**src/rtl/alu_issue_stage_if.sv**
```systemverilog
// ALU control interface between the ID/EX issue stage (producer) and the
// execute stage (consumer).
//   master : issue stage, drives every signal
//   slave  : execute stage, samples every signal
// Signals:
//   valid_o      EX stage holds a live instruction
//   alu_ctrl_o   000 ADD, 001 SUB, 010 MUL, 011 AND, 100 OR
//   data0_o      ALU operand A
//   data1_o      ALU operand B
//   store_data_o rt value for sw
//   rd_addr_o    write-back destination
//   reg_write_o  write-back enable
//   mem_read_o   load
//   mem_write_o  store
//   branch_o     beq
//   illegal_o    last loaded instruction was unsupported
interface alu_issue_stage_if #(
   parameter int DATA_W = 32,
   parameter int REG_AW = 5
);
   logic              valid_o;
   logic [2:0]        alu_ctrl_o;
   logic [DATA_W-1:0] data0_o;
   logic [DATA_W-1:0] data1_o;
   logic [DATA_W-1:0] store_data_o;
   logic [REG_AW-1:0] rd_addr_o;
   logic              reg_write_o;
   logic              mem_read_o;
   logic              mem_write_o;
   logic              branch_o;
   logic              illegal_o;

   modport master (
      output valid_o, alu_ctrl_o, data0_o, data1_o, store_data_o, rd_addr_o,
             reg_write_o, mem_read_o, mem_write_o, branch_o, illegal_o
   );

   modport slave (
      input  valid_o, alu_ctrl_o, data0_o, data1_o, store_data_o, rd_addr_o,
             reg_write_o, mem_read_o, mem_write_o, branch_o, illegal_o
   );
endinterface

```
**src/rtl/alu_issue_stage.sv**
```systemverilog
// ID/EX issue stage: decodes a MIPS instruction into an ALU command plus
// EX/MEM/WB control bits and registers them into the execute stage.
// Ports:
//   clk_i, rst_i       clock, synchronous active-high reset
//   valid_i            instr_i / rs_data_i / rt_data_i are live this cycle
//   instr_i            instruction word
//   rs_data_i          register-file read data for rs
//   rt_data_i          register-file read data for rt
//   stall_i            hold the EX registers
//   flush_i            load a bubble (beats stall)
//   ex_o               ALU control interface, producer side
// Every output comes straight from a flop; no input reaches an output
// combinationally.
module alu_issue_stage #(
   parameter int DATA_W = 32,
   parameter int REG_AW = 5
) (
   input  logic                  clk_i,
   input  logic                  rst_i,
   input  logic                  valid_i,
   input  logic [31:0]           instr_i,
   input  logic [DATA_W-1:0]     rs_data_i,
   input  logic [DATA_W-1:0]     rt_data_i,
   input  logic                  stall_i,
   input  logic                  flush_i,
   alu_issue_stage_if.master     ex_o
);

   typedef struct packed {
      logic              valid;
      logic [2:0]        alu_ctrl;
      logic [DATA_W-1:0] data0;
      logic [DATA_W-1:0] data1;
      logic [DATA_W-1:0] store_data;
      logic [REG_AW-1:0] rd_addr;
      logic              reg_write;
      logic              mem_read;
      logic              mem_write;
      logic              branch;
      logic              illegal;
   } ex_t;

   localparam logic [2:0] ALU_ADD = 3'b000;
   localparam logic [2:0] ALU_SUB = 3'b001;
   localparam logic [2:0] ALU_MUL = 3'b010;
   localparam logic [2:0] ALU_AND = 3'b011;
   localparam logic [2:0] ALU_OR  = 3'b100;

   localparam logic [5:0] OP_RTYPE = 6'b000000;
   localparam logic [5:0] OP_ADDI  = 6'b001000;
   localparam logic [5:0] OP_LW    = 6'b100011;
   localparam logic [5:0] OP_SW    = 6'b101011;
   localparam logic [5:0] OP_BEQ   = 6'b000100;

   localparam logic [5:0] FN_ADD = 6'b100000;
   localparam logic [5:0] FN_SUB = 6'b100010;
   localparam logic [5:0] FN_MUL = 6'b011000;
   localparam logic [5:0] FN_AND = 6'b100100;
   localparam logic [5:0] FN_OR  = 6'b100101;

   logic [5:0]        opcode;
   logic [5:0]        funct;
   logic [DATA_W-1:0] imm_sext;
   logic              legal;
   ex_t               dec;
   ex_t               ex_d;
   ex_t               ex_q;

   assign opcode   = instr_i[31:26];
   assign funct    = instr_i[5:0];
   assign imm_sext = {{(DATA_W-16){instr_i[15]}}, instr_i[15:0]};

   // Decode. Unused fields stay 0 so deasserted controls read exactly 0.
   always_comb begin
      dec   = '0;
      legal = 1'b1;
      if (instr_i == 32'h0000_0000) begin
         // NOOP is a live but inert slot
      end else begin
         unique case (opcode)
            OP_RTYPE: begin
               unique case (funct)
                  FN_ADD:  dec.alu_ctrl = ALU_ADD;
                  FN_SUB:  dec.alu_ctrl = ALU_SUB;
                  FN_MUL:  dec.alu_ctrl = ALU_MUL;
                  FN_AND:  dec.alu_ctrl = ALU_AND;
                  FN_OR:   dec.alu_ctrl = ALU_OR;
                  default: legal        = 1'b0;
               endcase
               if (legal) begin
                  dec.data0     = rs_data_i;
                  dec.data1     = rt_data_i;
                  dec.rd_addr   = REG_AW'(instr_i[15:11]);
                  dec.reg_write = 1'b1;
               end
            end
            OP_ADDI: begin
               dec.data0     = rs_data_i;
               dec.data1     = imm_sext;
               dec.rd_addr   = REG_AW'(instr_i[20:16]);
               dec.reg_write = 1'b1;
            end
            OP_LW: begin
               dec.data0     = rs_data_i;
               dec.data1     = imm_sext;
               dec.rd_addr   = REG_AW'(instr_i[20:16]);
               dec.reg_write = 1'b1;
               dec.mem_read  = 1'b1;
            end
            OP_SW: begin
               dec.data0      = rs_data_i;
               dec.data1      = imm_sext;
               dec.store_data = rt_data_i;
               dec.mem_write  = 1'b1;
            end
            OP_BEQ: begin
               dec.alu_ctrl = ALU_SUB;
               dec.data0    = rs_data_i;
               dec.data1    = rt_data_i;
               dec.branch   = 1'b1;
            end
            default: legal = 1'b0;
         endcase
      end
      // $0 is hard-wired zero: never write it back
      if (dec.rd_addr == '0) dec.reg_write = 1'b0;
      if (!legal) dec = '0;
      dec.valid   = 1'b1;
      dec.illegal = !legal;
   end

   // flush > stall > load; reset is applied in the flop
   always_comb begin
      ex_d = ex_q;
      if (flush_i)       ex_d = '0;
      else if (!stall_i) ex_d = valid_i ? dec : '0;
   end

   always_ff @(posedge clk_i) begin
      if (rst_i) ex_q <= '0;
      else       ex_q <= ex_d;
   end

   assign ex_o.valid_o      = ex_q.valid;
   assign ex_o.alu_ctrl_o   = ex_q.alu_ctrl;
   assign ex_o.data0_o      = ex_q.data0;
   assign ex_o.data1_o      = ex_q.data1;
   assign ex_o.store_data_o = ex_q.store_data;
   assign ex_o.rd_addr_o    = ex_q.rd_addr;
   assign ex_o.reg_write_o  = ex_q.reg_write;
   assign ex_o.mem_read_o   = ex_q.mem_read;
   assign ex_o.mem_write_o  = ex_q.mem_write;
   assign ex_o.branch_o     = ex_q.branch;
   assign ex_o.illegal_o    = ex_q.illegal;

endmodule
```
**src/flat_wrapper.sv**
```systemverilog
// flat-port wrapper written by rule: the top's interface ports become plain ports
module alu_issue_stage_flat 
#(
   parameter int DATA_W = 32,
   parameter int REG_AW = 5
)
  (clk_i, rst_i, valid_i, instr_i, rs_data_i, rt_data_i, stall_i, flush_i, ex_o_valid_o, ex_o_alu_ctrl_o, ex_o_data0_o, ex_o_data1_o, ex_o_store_data_o, ex_o_rd_addr_o, ex_o_reg_write_o, ex_o_mem_read_o, ex_o_mem_write_o, ex_o_branch_o, ex_o_illegal_o);
  alu_issue_stage_if #(.DATA_W(DATA_W), .REG_AW(REG_AW)) ex_o_i ();
  input  logic clk_i;
  input  logic rst_i;
  input  logic valid_i;
  input  logic [31:0] instr_i;
  input  logic [DATA_W-1:0] rs_data_i;
  input  logic [DATA_W-1:0] rt_data_i;
  input  logic stall_i;
  input  logic flush_i;
  output wire logic [$bits(ex_o_i.valid_o)-1:0] ex_o_valid_o;
  output wire logic [$bits(ex_o_i.alu_ctrl_o)-1:0] ex_o_alu_ctrl_o;
  output wire logic [$bits(ex_o_i.data0_o)-1:0] ex_o_data0_o;
  output wire logic [$bits(ex_o_i.data1_o)-1:0] ex_o_data1_o;
  output wire logic [$bits(ex_o_i.store_data_o)-1:0] ex_o_store_data_o;
  output wire logic [$bits(ex_o_i.rd_addr_o)-1:0] ex_o_rd_addr_o;
  output wire logic [$bits(ex_o_i.reg_write_o)-1:0] ex_o_reg_write_o;
  output wire logic [$bits(ex_o_i.mem_read_o)-1:0] ex_o_mem_read_o;
  output wire logic [$bits(ex_o_i.mem_write_o)-1:0] ex_o_mem_write_o;
  output wire logic [$bits(ex_o_i.branch_o)-1:0] ex_o_branch_o;
  output wire logic [$bits(ex_o_i.illegal_o)-1:0] ex_o_illegal_o;
  assign ex_o_valid_o = ex_o_i.valid_o;
  assign ex_o_alu_ctrl_o = ex_o_i.alu_ctrl_o;
  assign ex_o_data0_o = ex_o_i.data0_o;
  assign ex_o_data1_o = ex_o_i.data1_o;
  assign ex_o_store_data_o = ex_o_i.store_data_o;
  assign ex_o_rd_addr_o = ex_o_i.rd_addr_o;
  assign ex_o_reg_write_o = ex_o_i.reg_write_o;
  assign ex_o_mem_read_o = ex_o_i.mem_read_o;
  assign ex_o_mem_write_o = ex_o_i.mem_write_o;
  assign ex_o_branch_o = ex_o_i.branch_o;
  assign ex_o_illegal_o = ex_o_i.illegal_o;
  alu_issue_stage #(.DATA_W(DATA_W), .REG_AW(REG_AW)) u_core (.clk_i(clk_i), .rst_i(rst_i), .valid_i(valid_i), .instr_i(instr_i), .rs_data_i(rs_data_i), .rt_data_i(rt_data_i), .stall_i(stall_i), .flush_i(flush_i), .ex_o(ex_o_i));
endmodule
```
**config.mk**
```make
export PLATFORM = sky130hd
export DESIGN_NAME = alu_issue_stage_flat
export DESIGN_NICKNAME = d
export VERILOG_FILES = /design/src/rtl/alu_issue_stage_if.sv /design/src/rtl/alu_issue_stage.sv /design/src/flat_wrapper.sv
export SDC_FILE = /design/constraint.sdc
export NUM_CORES = 1
export LEC_CHECK = 0
export BUFFER_PORTS_ARGS = -buffer_cell sky130_fd_sc_hd__buf_2
export CAP_MARGIN = 20
export CELL_PAD_IN_SITES_DETAIL_PLACEMENT = 0
export CELL_PAD_IN_SITES_GLOBAL_PLACEMENT = 1
export CORE_MARGIN = 3
export CORE_UTILIZATION = 35
export DETAILED_ROUTE_END_ITERATION = 6
export PLACE_DENSITY = 0.84
export SKIP_LAST_GASP = 1
export SLEW_MARGIN = 15
export SYNTH_ARGS = -nofsm -noshare
export SYNTH_HDL_FRONTEND = slang
export SYNTH_SLANG_ARGS = --single-unit
```
**constraint.sdc**
```tcl
create_clock -name clk_i -period 5.2 [get_ports clk_i]
set_input_delay 0.52 -clock clk_i [delete_from_list [all_inputs] [get_ports clk_i]]
set_output_delay 0.52 -clock clk_i [all_outputs]
set_load 0.02 [all_outputs]
```
==> results.md <==
- Antenna diode instance count: 0
- Final layout net count: 711
- Element type at the critical path end: flop
- Number of global-route vias before repair: 3988
- Data required time at the worst endpoint: 5.48 ns
- Slew Limit Fails: 0
- Synthesis warning total: 0
- Maximum achievable frequency: 385 MHz
- Post-synthesis area per instance: 9.74 µm²
- Fin Clk Skew: 0 ns
- Remaining max-slew budget at the tightest pin: 29.8%
- Share of the core filled with cells: 49.4%
- Start-to-end type of the worst setup path: input pin to flop
- Iteration-0 DRC Markers: 289
- Gr ovfl total: 0
- Ratio of cells with drive above 1 in the final layout: 39.6%
- WL final: 13700 µm
- Number of antenna violations at the first check in global routing: 0
- Accumulated negative setup slack: 0 ns
- Total of hold buffers inserted after clock tree synthesis: 0
- Largest cells by area after synthesis: sky130_fd_sc_hd__dfxtp_1 (54%), sky130_fd_sc_hd__a32o_1 (7.8%), sky130_fd_sc_hd__a22oi_1 (5.9%)
- Final estimated routing congestion in global placement: 0.879
- Num rows: 38
- Number of buffers on the longest clock path: 2
- Post-DRT Antenna Nets: 0
- Post-layout minimum cycle time: 2.60 ns
- Aggregate global-route resource usage: 20.8%
- Detailed placement HPWL: 10000 µm
- Worst Setup Start Kind: input pin
- Post-synth top area share: 53.9%
- Portion of the clock cycle consumed by the worst path in the final layout: 50.0%
- First-pass GRT wire length: 21400 µm
- Number of H-tree branching levels: 3
- TritonCTS buffer count: 9
- Commonest cells after routing, fill and taps aside: sky130_fd_sc_hd__buf_2 (210), sky130_fd_sc_hd__dfxtp_1 (110), sky130_fd_sc_hd__nand2_1 (46)
- Clk Tree Root Cell: sky130_fd_sc_hd__clkbuf_16
- Transition time at the pin with the least slew margin: 1.05 ns
- Most common cell after layout, fill and taps aside: sky130_fd_sc_hd__buf_2
- Gate count after technology mapping: 420
- Post-cts repair resize count: 0
- Die outline height: 114 µm
- Setup repair after global routing missed its margin: false
- Status: complete, no violations
- Total nets after synthesis: 521
- Largest area contributor in the synthesized netlist: sky130_fd_sc_hd__dfxtp_1
- Cells along the critical path: buf_2 > or4b_2 > a21oi_1 > buf_4 > a21o_1 > a32o_1
- Die W: 114 µm
- Slowest stage cell, crit path: sky130_fd_sc_hd__a21o_1
- Max stage delay on crit path: 0.81 ns
- Clock transition at the registers of the reported paths: 0.07 ns
- EDFF count, synth: 0
- Post-route standard cell area excluding fillers: 5490 µm²
- Full die area: 13000 µm²
- Routed via count divided by cell count: 5.46
- CTS tree: yes
- Pin count of the biggest net entering global routing: 59
- Distinct cell type count of the synthesized netlist: 39
- Initial core utilization: 36.8%
- First-pass iteration count of the detailed router: 5
- Seq/Total Area, Yosys: 53.9%
- Clock tree sinks: 110
- Final setup violation count: 0
- Max-capacitance violation count: 0
- Class of the most critical hold timing path: input pin to flop
- Largest fanout on the critical path: 33
- Area of the core: 11100 µm²
- Buffers added on ports: 210
- Hold WS: 0.410 ns
- Clk Latency, worst-skew pair: 0.34 ns
- Cell area power density: 298 nW/µm²
- Static Leakage: 2.37 nW
- Drt drc: 0
- Area grow syn2layout: 34.3%
- Boundary pin count: 211
- Arrival time worst endpoint: 2.88 ns
- Post-DR wirelength/cell: 18.2 µm
- Vias after detailed routing: 4115
- Post-CTS Setup Repair Bufs: 0
- Area of the mapped netlist: 4090 µm²
- Ys flop type: sky130_fd_sc_hd__dfxtp_1
- Final total power: 1.64 mW
- Flop and latch count out of synthesis: 110
- Fill cell total of the finished layout: 1053
- Number of endpoints with negative hold slack in the final report: 0
- Post-Place Cell Area: 5200 µm²
- Proportion of register bits with asynchronous set or reset after synthesis: 0%
- Maximum resistive drop on vdd: 0.204 mV
[Yosys cell counts (4+ instances only)]
cell type,count
sky130_fd_sc_hd__a21oi_1,4
sky130_fd_sc_hd__a22oi_1,32
sky130_fd_sc_hd__a31oi_1,17
sky130_fd_sc_hd__a32o_1,32
sky130_fd_sc_hd__a32oi_1,22
sky130_fd_sc_hd__clkbuf_1,29
sky130_fd_sc_hd__dfxtp_1,110
sky130_fd_sc_hd__nand2_1,46
sky130_fd_sc_hd__nor2_1,42
sky130_fd_sc_hd__nor4_1,4
sky130_fd_sc_hd__o21ai_0,39
[worst paths after layout]
kind                                              startpoint                            to  slack, ns  cells after the start
worst max register to register  u_core.ex_o.store_data_o[18]  u_core.ex_o.store_data_o[18]       4.50                      2
worst min register to register         u_core.ex_o.illegal_o         u_core.ex_o.illegal_o       0.45                      2
worst max-delay path                             instr_i[27]       u_core.ex_o.data0_o[28]       2.60                      6
worst min-delay path                           rs_data_i[21]       u_core.ex_o.data0_o[21]       0.41                      2
[area by class of cell]
cell class / instances / area (µm²) / area share (%)
multi-input combinational: 270 / 1720 / 31.2
tap: 140 / 175 / 3.19
sequential: 110 / 2200 / 40.1
clock inverter: 5 / 58.8 / 1.07
clock buffer: 10 / 229 / 4.17
timing repair buffer: 217 / 1100 / 20.1
inverter: 2 / 7.51 / 0.137
[layer usage]
metal  wire [µm]  GRT usage [%]
met1        6080           27.3
met5           0              0
met4         169           5.38
met2        6430           34.0
met3        1040           5.60
[report_power, final]
part           switching, mW  internal, mW  total (mW)
clock network          0.306         0.372       0.678
logic                 0.0712        0.0414       0.113
registers           0.000997         0.844       0.845
total                  0.378          1.26        1.64
[cell families (layout without fill, tap and decap cells)]
| family | count (synthesis) | after routing | synth area share (%) |
|---|---|---|---|
| mux | 1 | 1 | 0.245 |
| buf+inv | 40 | 234 | 4.41 |
| flops | 110 | 110 | 53.9 |
| compound gates | 158 | 158 | 29.4 |
| xor+xnor | 1 | 1 | 0.214 |
| simple gates | 110 | 110 | 11.8 |
[critical path: cells and delay by family]
| family | cells | cell delay [ns] |
|---|---|---|
| simple gates | 1 | 0.73 |
| compound gates | 3 | 1.27 |
| buf+inv | 2 | 0.35 |
[metrics by stage]
step	setup slack [ns]	std cells
final	2.60	754
after global routing	2.38	754
after CTS	2.59	753
after detailed placement	2.23	738
after global placement	2.30	738
after floorplan	2.81	420
[flip-flops by register name (all words and copies together), names as in the netlist]
name,flops
u_core.ex_o.branch_o,1
u_core.ex_o.data1_o,32
u_core.ex_o.reg_write_o,1
u_core.ex_o.mem_write_o,1
u_core.ex_o.valid_o,1
u_core.ex_o.alu_ctrl_o,3
u_core.ex_o.rd_addr_o,5
u_core.ex_o.illegal_o,1
u_core.ex_o.data0_o,32
u_core.ex_o.store_data_o,32
u_core.ex_o.mem_read_o,1
(Power assumes the default switching activity.)
